File: src/rtl/sdram_stream_arbiter_pkg.sv
// rtl/sdram_stream_arbiter_pkg.sv - shared types and constants for the SDRAM stream arbiter
package sdram_arb_pkg;

   typedef enum logic [2:0] {
      S_IDLE,
      S_RD_CMD,
      S_RD_DATA,
      S_WR_BURST,
      S_DONE
   } state_t;

   localparam logic [1:0] ID_FB   = 2'd0;
   localparam logic [1:0] ID_MIPI = 2'd1;
   localparam logic [1:0] ID_CPU  = 2'd2;

   // Burst count must be able to hold the burst length itself, hence the +1.
   function automatic int burst_bits(input int burst);
      return $clog2(burst) + 1;
   endfunction

endpackage

File: src/rtl/sdram_stream_arbiter_if.sv
// rtl/sdram_stream_arbiter_if.sv - requester and memory-master signal bundle
interface sdram_stream_arbiter_if #(
   parameter int ADDR_BITS = 22,
   parameter int DATA_BITS = 16,
   parameter int BURST     = 16
);
   import sdram_arb_pkg::*;

   localparam int BC_BITS = burst_bits(BURST);

   // framebuffer reader
   logic                 fb_req;
   logic                 fb_urgent;
   logic [ADDR_BITS-1:0] fb_addr;
   logic                 fb_gnt;
   logic                 fb_done;
   logic [DATA_BITS-1:0] fb_rddata;
   logic                 fb_rdvalid;

   // camera writer
   logic                 mipi_req;
   logic [ADDR_BITS-1:0] mipi_addr;
   logic [DATA_BITS-1:0] mipi_wrdata;
   logic                 mipi_gnt;
   logic                 mipi_wrack;
   logic                 mipi_done;

   // cpu single-word port
   logic                 cpu_req;
   logic                 cpu_write;
   logic [ADDR_BITS-1:0] cpu_addr;
   logic [DATA_BITS-1:0] cpu_wrdata;
   logic [DATA_BITS-1:0] cpu_rddata;
   logic                 cpu_done;

   // memory controller port
   logic [ADDR_BITS-1:0] mem_addr;
   logic [BC_BITS-1:0]   mem_burstcount;
   logic                 mem_read;
   logic                 mem_write;
   logic [DATA_BITS-1:0] mem_wrdata;
   logic                 mem_wait;
   logic [DATA_BITS-1:0] mem_rddata;
   logic                 mem_rdvalid;

   // arbiter side
   modport master (
      input  fb_req, fb_urgent, fb_addr,
      output fb_gnt, fb_done, fb_rddata, fb_rdvalid,
      input  mipi_req, mipi_addr, mipi_wrdata,
      output mipi_gnt, mipi_wrack, mipi_done,
      input  cpu_req, cpu_write, cpu_addr, cpu_wrdata,
      output cpu_rddata, cpu_done,
      output mem_addr, mem_burstcount, mem_read, mem_write, mem_wrdata,
      input  mem_wait, mem_rddata, mem_rdvalid
   );

   // requesters plus memory controller side
   modport slave (
      output fb_req, fb_urgent, fb_addr,
      input  fb_gnt, fb_done, fb_rddata, fb_rdvalid,
      output mipi_req, mipi_addr, mipi_wrdata,
      input  mipi_gnt, mipi_wrack, mipi_done,
      output cpu_req, cpu_write, cpu_addr, cpu_wrdata,
      input  cpu_rddata, cpu_done,
      input  mem_addr, mem_burstcount, mem_read, mem_write, mem_wrdata,
      output mem_wait, mem_rddata, mem_rdvalid
   );

endinterface

File: src/rtl/sdram_stream_arbiter_picker.sv
// rtl/sdram_stream_arbiter_picker.sv - 3-way round-robin picker with FB urgent override
module rr_picker3
   import sdram_arb_pkg::*;
(
   input  logic [2:0] req,
   input  logic       urgent,
   input  logic [1:0] ptr,
   output logic [2:0] gnt
);

   // One-hot winner: urgent FB first, otherwise search starting at ptr.
   always_comb begin
      gnt = '0;
      if (urgent && req[ID_FB]) begin
         gnt[ID_FB] = 1'b1;
      end else begin
         case (ptr)
            ID_MIPI: begin
               if (req[ID_MIPI])     gnt[ID_MIPI] = 1'b1;
               else if (req[ID_CPU]) gnt[ID_CPU]  = 1'b1;
               else if (req[ID_FB])  gnt[ID_FB]   = 1'b1;
            end
            ID_CPU: begin
               if (req[ID_CPU])       gnt[ID_CPU]  = 1'b1;
               else if (req[ID_FB])   gnt[ID_FB]   = 1'b1;
               else if (req[ID_MIPI]) gnt[ID_MIPI] = 1'b1;
            end
            default: begin
               if (req[ID_FB])        gnt[ID_FB]   = 1'b1;
               else if (req[ID_MIPI]) gnt[ID_MIPI] = 1'b1;
               else if (req[ID_CPU])  gnt[ID_CPU]  = 1'b1;
            end
         endcase
      end
   end

endmodule

File: src/rtl/sdram_stream_arbiter.sv
// rtl/sdram_stream_arbiter.sv - per-transaction arbiter of FB, MIPI and CPU onto one SDRAM master
module sdram_stream_arbiter
   import sdram_arb_pkg::*;
#(
   parameter int ADDR_BITS = 22,
   parameter int DATA_BITS = 16,
   parameter int BURST     = 16
) (
   input logic clk,
   input logic rst,
   sdram_stream_arbiter_if.master bus
);

   localparam int BC_BITS = burst_bits(BURST);
   localparam logic [BC_BITS-1:0] BC_FULL = BC_BITS'(BURST);
   localparam logic [BC_BITS-1:0] BC_ONE  = BC_BITS'(1);

   state_t               state, state_nx;
   logic [1:0]           owner;
   logic [1:0]           ptr;
   logic [ADDR_BITS-1:0] addr_q;
   logic [BC_BITS-1:0]   bc_q;
   logic [BC_BITS-1:0]   count_q, count_nx;
   logic [DATA_BITS-1:0] cpu_wrdata_q;
   logic [DATA_BITS-1:0] cpu_rddata_q;
   logic [1:0]           gnt_q;
   logic [2:0]           req;
   logic [2:0]           pick;
   logic                 beat;

   assign req = {bus.cpu_req, bus.mipi_req, bus.fb_req};

   rr_picker3 u_picker (
      .req    (req),
      .urgent (bus.fb_urgent),
      .ptr    (ptr),
      .gnt    (pick)
   );

   // Next state and beat counting; a beat is a returned read word or an accepted write word.
   always_comb begin
      state_nx = state;
      count_nx = count_q;
      beat     = 1'b0;
      case (state)
         S_IDLE: begin
            if (pick[ID_MIPI] || (pick[ID_CPU] && bus.cpu_write)) state_nx = S_WR_BURST;
            else if (pick[ID_FB] || pick[ID_CPU])                 state_nx = S_RD_CMD;
         end
         S_RD_CMD:   if (!bus.mem_wait) state_nx = S_RD_DATA;
         S_RD_DATA:  beat = bus.mem_rdvalid;
         S_WR_BURST: beat = !bus.mem_wait;
         S_DONE:     state_nx = S_IDLE;
         default:    state_nx = S_IDLE;
      endcase
      if (beat) begin
         if (count_q == bc_q - BC_ONE) begin
            count_nx = '0;
            state_nx = S_DONE;
         end else begin
            count_nx = count_q + BC_ONE;
         end
      end
   end

   // State register plus the transaction context latched at grant time.
   always_ff @(posedge clk) begin
      if (rst) begin
         state        <= S_IDLE;
         count_q      <= '0;
         ptr          <= ID_FB;
         owner        <= ID_FB;
         addr_q       <= '0;
         bc_q         <= '0;
         cpu_wrdata_q <= '0;
         cpu_rddata_q <= '0;
         gnt_q        <= '0;
      end else begin
         state   <= state_nx;
         count_q <= count_nx;
         gnt_q   <= '0;
         if (state == S_IDLE && (|pick)) begin
            gnt_q <= {pick[ID_MIPI], pick[ID_FB]};
            if (pick[ID_FB]) begin
               owner  <= ID_FB;
               addr_q <= bus.fb_addr;
               bc_q   <= BC_FULL;
               ptr    <= ID_MIPI;
            end else if (pick[ID_MIPI]) begin
               owner  <= ID_MIPI;
               addr_q <= bus.mipi_addr;
               bc_q   <= BC_FULL;
               ptr    <= ID_CPU;
            end else begin
               owner        <= ID_CPU;
               addr_q       <= bus.cpu_addr;
               bc_q         <= BC_ONE;
               cpu_wrdata_q <= bus.cpu_wrdata;
               ptr          <= ID_FB;
            end
         end
         if (state == S_RD_DATA && owner == ID_CPU && bus.mem_rdvalid)
            cpu_rddata_q <= bus.mem_rddata;
      end
   end

   // Read beats reach the FB only while its own burst is in the data phase,
   // so stale returns after a reset are dropped.
   assign bus.fb_rdvalid = (state == S_RD_DATA) && (owner == ID_FB) && bus.mem_rdvalid;
   assign bus.fb_rddata  = bus.fb_rdvalid ? bus.mem_rddata : '0;
   assign bus.fb_gnt     = gnt_q[0];
   assign bus.fb_done    = (state == S_DONE) && (owner == ID_FB);

   // MIPI FIFO is show-ahead: its head word is driven straight out and popped by wrack.
   assign bus.mipi_gnt   = gnt_q[1];
   assign bus.mipi_wrack = (state == S_WR_BURST) && (owner == ID_MIPI) && !bus.mem_wait;
   assign bus.mipi_done  = (state == S_DONE) && (owner == ID_MIPI);

   assign bus.cpu_rddata = cpu_rddata_q;
   assign bus.cpu_done   = (state == S_DONE) && (owner == ID_CPU);

   assign bus.mem_addr       = addr_q;
   assign bus.mem_burstcount = bc_q;
   assign bus.mem_read       = (state == S_RD_CMD);
   assign bus.mem_write      = (state == S_WR_BURST);
   assign bus.mem_wrdata     = (state != S_WR_BURST) ? '0 :
                               (owner == ID_MIPI)    ? bus.mipi_wrdata : cpu_wrdata_q;

endmodule

File: src/flat_wrapper.sv
// flat-port wrapper written by rule: the top's interface ports become plain ports
module sdram_stream_arbiter_flat import sdram_arb_pkg::*;
#(
   parameter int ADDR_BITS = 22,
   parameter int DATA_BITS = 16,
   parameter int BURST     = 16
)
  (clk, rst, bus_fb_req, bus_fb_urgent, bus_fb_addr, bus_fb_gnt, bus_fb_done, bus_fb_rddata, bus_fb_rdvalid, bus_mipi_req, bus_mipi_addr, bus_mipi_wrdata, bus_mipi_gnt, bus_mipi_wrack, bus_mipi_done, bus_cpu_req, bus_cpu_write, bus_cpu_addr, bus_cpu_wrdata, bus_cpu_rddata, bus_cpu_done, bus_mem_addr, bus_mem_burstcount, bus_mem_read, bus_mem_write, bus_mem_wrdata, bus_mem_wait, bus_mem_rddata, bus_mem_rdvalid);
  sdram_stream_arbiter_if #(.ADDR_BITS(ADDR_BITS), .DATA_BITS(DATA_BITS), .BURST(BURST)) bus_i ();
  input logic clk;
  input logic rst;
  input wire logic [$bits(bus_i.fb_req)-1:0] bus_fb_req;
  input wire logic [$bits(bus_i.fb_urgent)-1:0] bus_fb_urgent;
  input wire logic [$bits(bus_i.fb_addr)-1:0] bus_fb_addr;
  output wire logic [$bits(bus_i.fb_gnt)-1:0] bus_fb_gnt;
  output wire logic [$bits(bus_i.fb_done)-1:0] bus_fb_done;
  output wire logic [$bits(bus_i.fb_rddata)-1:0] bus_fb_rddata;
  output wire logic [$bits(bus_i.fb_rdvalid)-1:0] bus_fb_rdvalid;
  input wire logic [$bits(bus_i.mipi_req)-1:0] bus_mipi_req;
  input wire logic [$bits(bus_i.mipi_addr)-1:0] bus_mipi_addr;
  input wire logic [$bits(bus_i.mipi_wrdata)-1:0] bus_mipi_wrdata;
  output wire logic [$bits(bus_i.mipi_gnt)-1:0] bus_mipi_gnt;
  output wire logic [$bits(bus_i.mipi_wrack)-1:0] bus_mipi_wrack;
  output wire logic [$bits(bus_i.mipi_done)-1:0] bus_mipi_done;
  input wire logic [$bits(bus_i.cpu_req)-1:0] bus_cpu_req;
  input wire logic [$bits(bus_i.cpu_write)-1:0] bus_cpu_write;
  input wire logic [$bits(bus_i.cpu_addr)-1:0] bus_cpu_addr;
  input wire logic [$bits(bus_i.cpu_wrdata)-1:0] bus_cpu_wrdata;
  output wire logic [$bits(bus_i.cpu_rddata)-1:0] bus_cpu_rddata;
  output wire logic [$bits(bus_i.cpu_done)-1:0] bus_cpu_done;
  output wire logic [$bits(bus_i.mem_addr)-1:0] bus_mem_addr;
  output wire logic [$bits(bus_i.mem_burstcount)-1:0] bus_mem_burstcount;
  output wire logic [$bits(bus_i.mem_read)-1:0] bus_mem_read;
  output wire logic [$bits(bus_i.mem_write)-1:0] bus_mem_write;
  output wire logic [$bits(bus_i.mem_wrdata)-1:0] bus_mem_wrdata;
  input wire logic [$bits(bus_i.mem_wait)-1:0] bus_mem_wait;
  input wire logic [$bits(bus_i.mem_rddata)-1:0] bus_mem_rddata;
  input wire logic [$bits(bus_i.mem_rdvalid)-1:0] bus_mem_rdvalid;
  assign bus_i.fb_req = bus_fb_req;
  assign bus_i.fb_urgent = bus_fb_urgent;
  assign bus_i.fb_addr = bus_fb_addr;
  assign bus_fb_gnt = bus_i.fb_gnt;
  assign bus_fb_done = bus_i.fb_done;
  assign bus_fb_rddata = bus_i.fb_rddata;
  assign bus_fb_rdvalid = bus_i.fb_rdvalid;
  assign bus_i.mipi_req = bus_mipi_req;
  assign bus_i.mipi_addr = bus_mipi_addr;
  assign bus_i.mipi_wrdata = bus_mipi_wrdata;
  assign bus_mipi_gnt = bus_i.mipi_gnt;
  assign bus_mipi_wrack = bus_i.mipi_wrack;
  assign bus_mipi_done = bus_i.mipi_done;
  assign bus_i.cpu_req = bus_cpu_req;
  assign bus_i.cpu_write = bus_cpu_write;
  assign bus_i.cpu_addr = bus_cpu_addr;
  assign bus_i.cpu_wrdata = bus_cpu_wrdata;
  assign bus_cpu_rddata = bus_i.cpu_rddata;
  assign bus_cpu_done = bus_i.cpu_done;
  assign bus_mem_addr = bus_i.mem_addr;
  assign bus_mem_burstcount = bus_i.mem_burstcount;
  assign bus_mem_read = bus_i.mem_read;
  assign bus_mem_write = bus_i.mem_write;
  assign bus_mem_wrdata = bus_i.mem_wrdata;
  assign bus_i.mem_wait = bus_mem_wait;
  assign bus_i.mem_rddata = bus_mem_rddata;
  assign bus_i.mem_rdvalid = bus_mem_rdvalid;
  sdram_stream_arbiter #(.ADDR_BITS(ADDR_BITS), .DATA_BITS(DATA_BITS), .BURST(BURST)) u_core (.clk(clk), .rst(rst), .bus(bus_i));
endmodule
File: config.mk
export PLATFORM = sky130hd
export DESIGN_NAME = sdram_stream_arbiter_flat
export DESIGN_NICKNAME = d
export VERILOG_FILES = /design/src/rtl/sdram_stream_arbiter_pkg.sv /design/src/rtl/sdram_stream_arbiter_if.sv /design/src/rtl/sdram_stream_arbiter_picker.sv /design/src/rtl/sdram_stream_arbiter.sv /design/src/flat_wrapper.sv
export SDC_FILE = /design/constraint.sdc
export NUM_CORES = 1
export LEC_CHECK = 0
export CAP_MARGIN = 20
export CORE_MARGIN = 5
export CORE_UTILIZATION = 41
export CTS_CLUSTER_SIZE = 12
export DETAILED_ROUTE_END_ITERATION = 16
export GPL_ROUTABILITY_DRIVEN = 0
export PLACE_DENSITY = 0.89
export SETUP_SLACK_MARGIN = 0.02
export SLEW_MARGIN = 20
export SYNTH_ARGS = -nofsm -noshare
export SYNTH_HDL_FRONTEND = slang
export SYNTH_SLANG_ARGS = --single-unit
File: constraint.sdc
create_clock -name clk -period 5.42 [get_ports clk]
set_input_delay 1.355 -clock clk [delete_from_list [all_inputs] [get_ports clk]]
set_output_delay 1.355 -clock clk [all_outputs]
set_load 0.005 [all_outputs]
==> summary.md <==
| Metric | Value |
|---|---|
| Crit-path max FO | 17 |
| Simple-gate area share of the yosys netlist | 25.7% |
| Clock Pin Slew Worst Setup and Hold Paths | 0.08 ns |
| Largest cells by area after synthesis | dfxtp_1 (38%), mux2i_1 (9.2%), nand2_1 (8.7%) |
| Required @ worst endpoint | 4.07 ns |
| Total negative setup slack | 0 ns |
| Compound-cell area share of the yosys netlist | 18.4% |
| Slew @ Worst Pin | 1.08 ns |
| Clk buf depth | 2 |
| Post-synth EDFFs | 0 |
| Slew headroom | 28.0% |
| Most Frequent Cell on Critical Path | clkdlybuf4s50_1 |
| WP data arrival | 3.20 ns |
| Proportion of layout cells with a drive suffix above 1 | 8.03% |
| Detailed placement HPWL | 9520 um |
| Startpoint type of the worst setup path | input pin |
| Initial DRC Count | 135 |
| Slew Limit Fails | 0 |
| Synth Area per Inst | 8.39 sq um |
| Post-Syn Area | 3570 sq um |
| Filler instances | 674 |
| CTS tree | built |
| Power density over the cells | 249 nW/um^2 |
| First drt pass iteration count | 5 |
| Largest family of logic cells by synthesized area | simple AND/OR/NAND/NOR gates |
| Finished Layout Cells | 731 |
| Die height | 103 um |
| Sequential cell area | 1360 sq um |
| WP buf/inv | 3 |
| Final Hold Vio Count | 0 |
| H-Tree Depth | 3 |
| Gr ovfl total | 0 |
| Yosys cell types | 44 |
| Row count | 34 |
| Ant diodes | 0 |
| Post-cts sizing count | 0 |
| I/O Buffers | 203 |
| Multiplexer share of the synthesized area | 9.24% |
| Via count of the first global-routing pass | 3,863 |
| Routed vias | 3,843 |
| Fin worst setup slack | 0.864 ns |
| Synthesized instance count | 426 |
| Critical Path Slowest Stage Cell | clkdlybuf4s50_1 |
| Biggest cell delay along the critical path | 0.51 ns |
| Area occupied by multi-input gates | 2020 sq um |
| Total wire length | 12,300 um |
| Clock Sinks | 68 |
| Die area | 10,700 sq um |
| Fin crit share | 84.1% |
| Post-synthesis sequential area ratio | 38.1% |
| Placed cell count | 714 |
| Final setup viols | 0 |
| CP Cell Sequence | clkdlybuf4s50_1 -> nor2b_1 -> nand2_1 -> nor3_1 -> buf_4 -> and2_1 -> clkdlybuf4s50_1 |
| Place WS | 0.896 ns |
| Critical path type | in2out |
| Global-route wire length before repair | 18,200 um |
| Crit path time final | 4.56 ns |
| Seq cells post-synth | 68 |
| Synthesis-to-finish area growth | 63.0% |
| Crit path capture type | output pin |
| Ys async rst share | 0% |
| Worst IR Drop VDD | 0.148 mV |
| All-Layer GR Usage | 21.7% |
| Starting Density | 41.6% |
| Initial antenna violation count | 0 |
| Peak Freq | 220 MHz |
| Status | finished, final reports clean |
| LEAKAGE | 2.17 nW |
| # nets final | 744 |
| Clock Tree Root | clkbuf_8 |
| Final core utilization | 67.8% |
| Area fraction of the dominant cell type after synthesis | 38.1% |
| HP Class | reg2reg |
| XOR/XNOR Fraction of Synth Area | 1.47% |
| Io pins | 207 |
| CTS buffer count | 9 |
| Adder-cell share of the synthesized area | 1.05% |
| DR vias/cell | 5.26 |
| Maximum capacitance violations | 0 |
| Post-DRT Antenna Nets | 0 |
| Power, Total | 1.45 mW |
| Largest net degree at the start of global routing | 49 |
| Synth area leader | dfxtp_1 |
| Post-CTS Hold Buffers | 0 |
| Ys flop type | dfxtp_1 |
| Number of remaining DRC errors | 0 |
| Wire length per cell | 16.8 um |
| Setup Buffers After CTS | 0 |
| CP delay by family, top | buffers and inverters |
| RSZ-0062 raised after global routing | no |
| Worst skew pair latency | 0.34 ns |
| Ys Warns | 0 |
| Clock skew | 0.0124 ns |
| Core ar. | 8590 sq um |
| Die width | 103 um |
-- layout by cell type, fill, tap and decap left out, types with 5 or more instances in the layout --
| cell type | instances |
|---|---|
| clkdlybuf4s50_1 | 203 |
| nand2b_1 | 25 |
| clkbuf_8 | 11 |
| dfxtp_1 | 68 |
| a21oi_2 | 19 |
| buf_4 | 5 |
| mux2i_1 | 33 |
| a32o_1 | 22 |
| and2_1 | 16 |
| nand2_1 | 83 |
| nor2b_1 | 6 |
| nor2_1 | 48 |
| a21oi_1 | 25 |
-- power by group --
part	switching (mW)	internal (mW)
logic	0.192	0.248
clock network	0.193	0.235
registers	0.0330	0.547
total	0.418	1.03
-- synth_stat cells, types with 2 or more instances --
library cell,number
nor3b_1,4
o21bai_1,2
a21oi_1,26
inv_1,4
a32o_1,22
xor2_1,2
buf_4,5
and2_1,16
nor3_1,3
dfxtp_1,68
nor2b_1,6
mux2i_1,33
buf_2,5
nor2_1,48
a21oi_2,18
nand2b_1,25
clkbuf_1,11
a211oi_1,3
nand3_1,2
ha_1,3
xnor2_1,4
nand4_1,2
o21ai_0,4
nand2_1,83
buf_6,8
-- worst paths after layout --
path              depth (start not counted)  slack [ns]                      end                   start
hold / removal                            1        0.47   u_core.bus.mem_addr[4]  u_core.bus.mem_addr[4]
setup reg to reg                          7        2.72  u_core.bus.mem_addr[19]         u_core.owner[0]
setup / recovery                          7        0.86         bus_fb_rddata[0]         bus_mem_rdvalid
hold reg to reg                           1        0.47   u_core.bus.mem_addr[4]  u_core.bus.mem_addr[4]
-- per-layer routing --
layer,share of wire [%],global-route usage [%],vias to the layer above
li1,-,-,1840
met1,39,25.5,1769
met2,46,36.4,216
met3,13,8.45,18
met4,1.6,6.77,0
met5,0,0,-
-- cells by family after synthesis --
family / count (synthesis)
compound gates: 85
simple gates: 196
xor+xnor: 6
fa+ha+maj: 3
flops: 68
other cells: 1
mux: 33
buf+inv: 34
-- registers in the layout, summed over array words and instances, names as in the netlist --
| signal | flops |
|---|---|
| u_core.bus.mem_addr | 22 |
| u_core.bus.cpu_rddata | 16 |
| u_core.gnt_q | 2 |
| u_core.cpu_wrdata_q | 16 |
| u_core.owner | 1 |
| u_core.state | 3 |
| u_core.count_q | 5 |
| u_core.ptr | 1 |
| u_core.bus.mem_burstcount | 2 |
-- final cells by class --
class	instances	share of cell area [%]
Inverter	4	0.258
Sequential cell	68	23.4
Tap cell	108	2.32
Clock inverter	5	0.859
Clock buffer	11	2.60
Multi-Input combinational cell	326	34.7
Timing Repair Buffer	209	35.9
-- stage by stage --
| step | hold WS (ns) | instance area [sq um] |
|---|---|---|
| floorplan | 0.460 | 3580 |
| global placement | 0.447 | 5600 |
| detailed placement | 0.456 | 5600 |
| CTS | 0.475 | 5800 |
| global route | 0.487 | 5820 |
| finish | 0.468 | 5820 |
No activity file was read; power rests on OpenSTA's default activity.
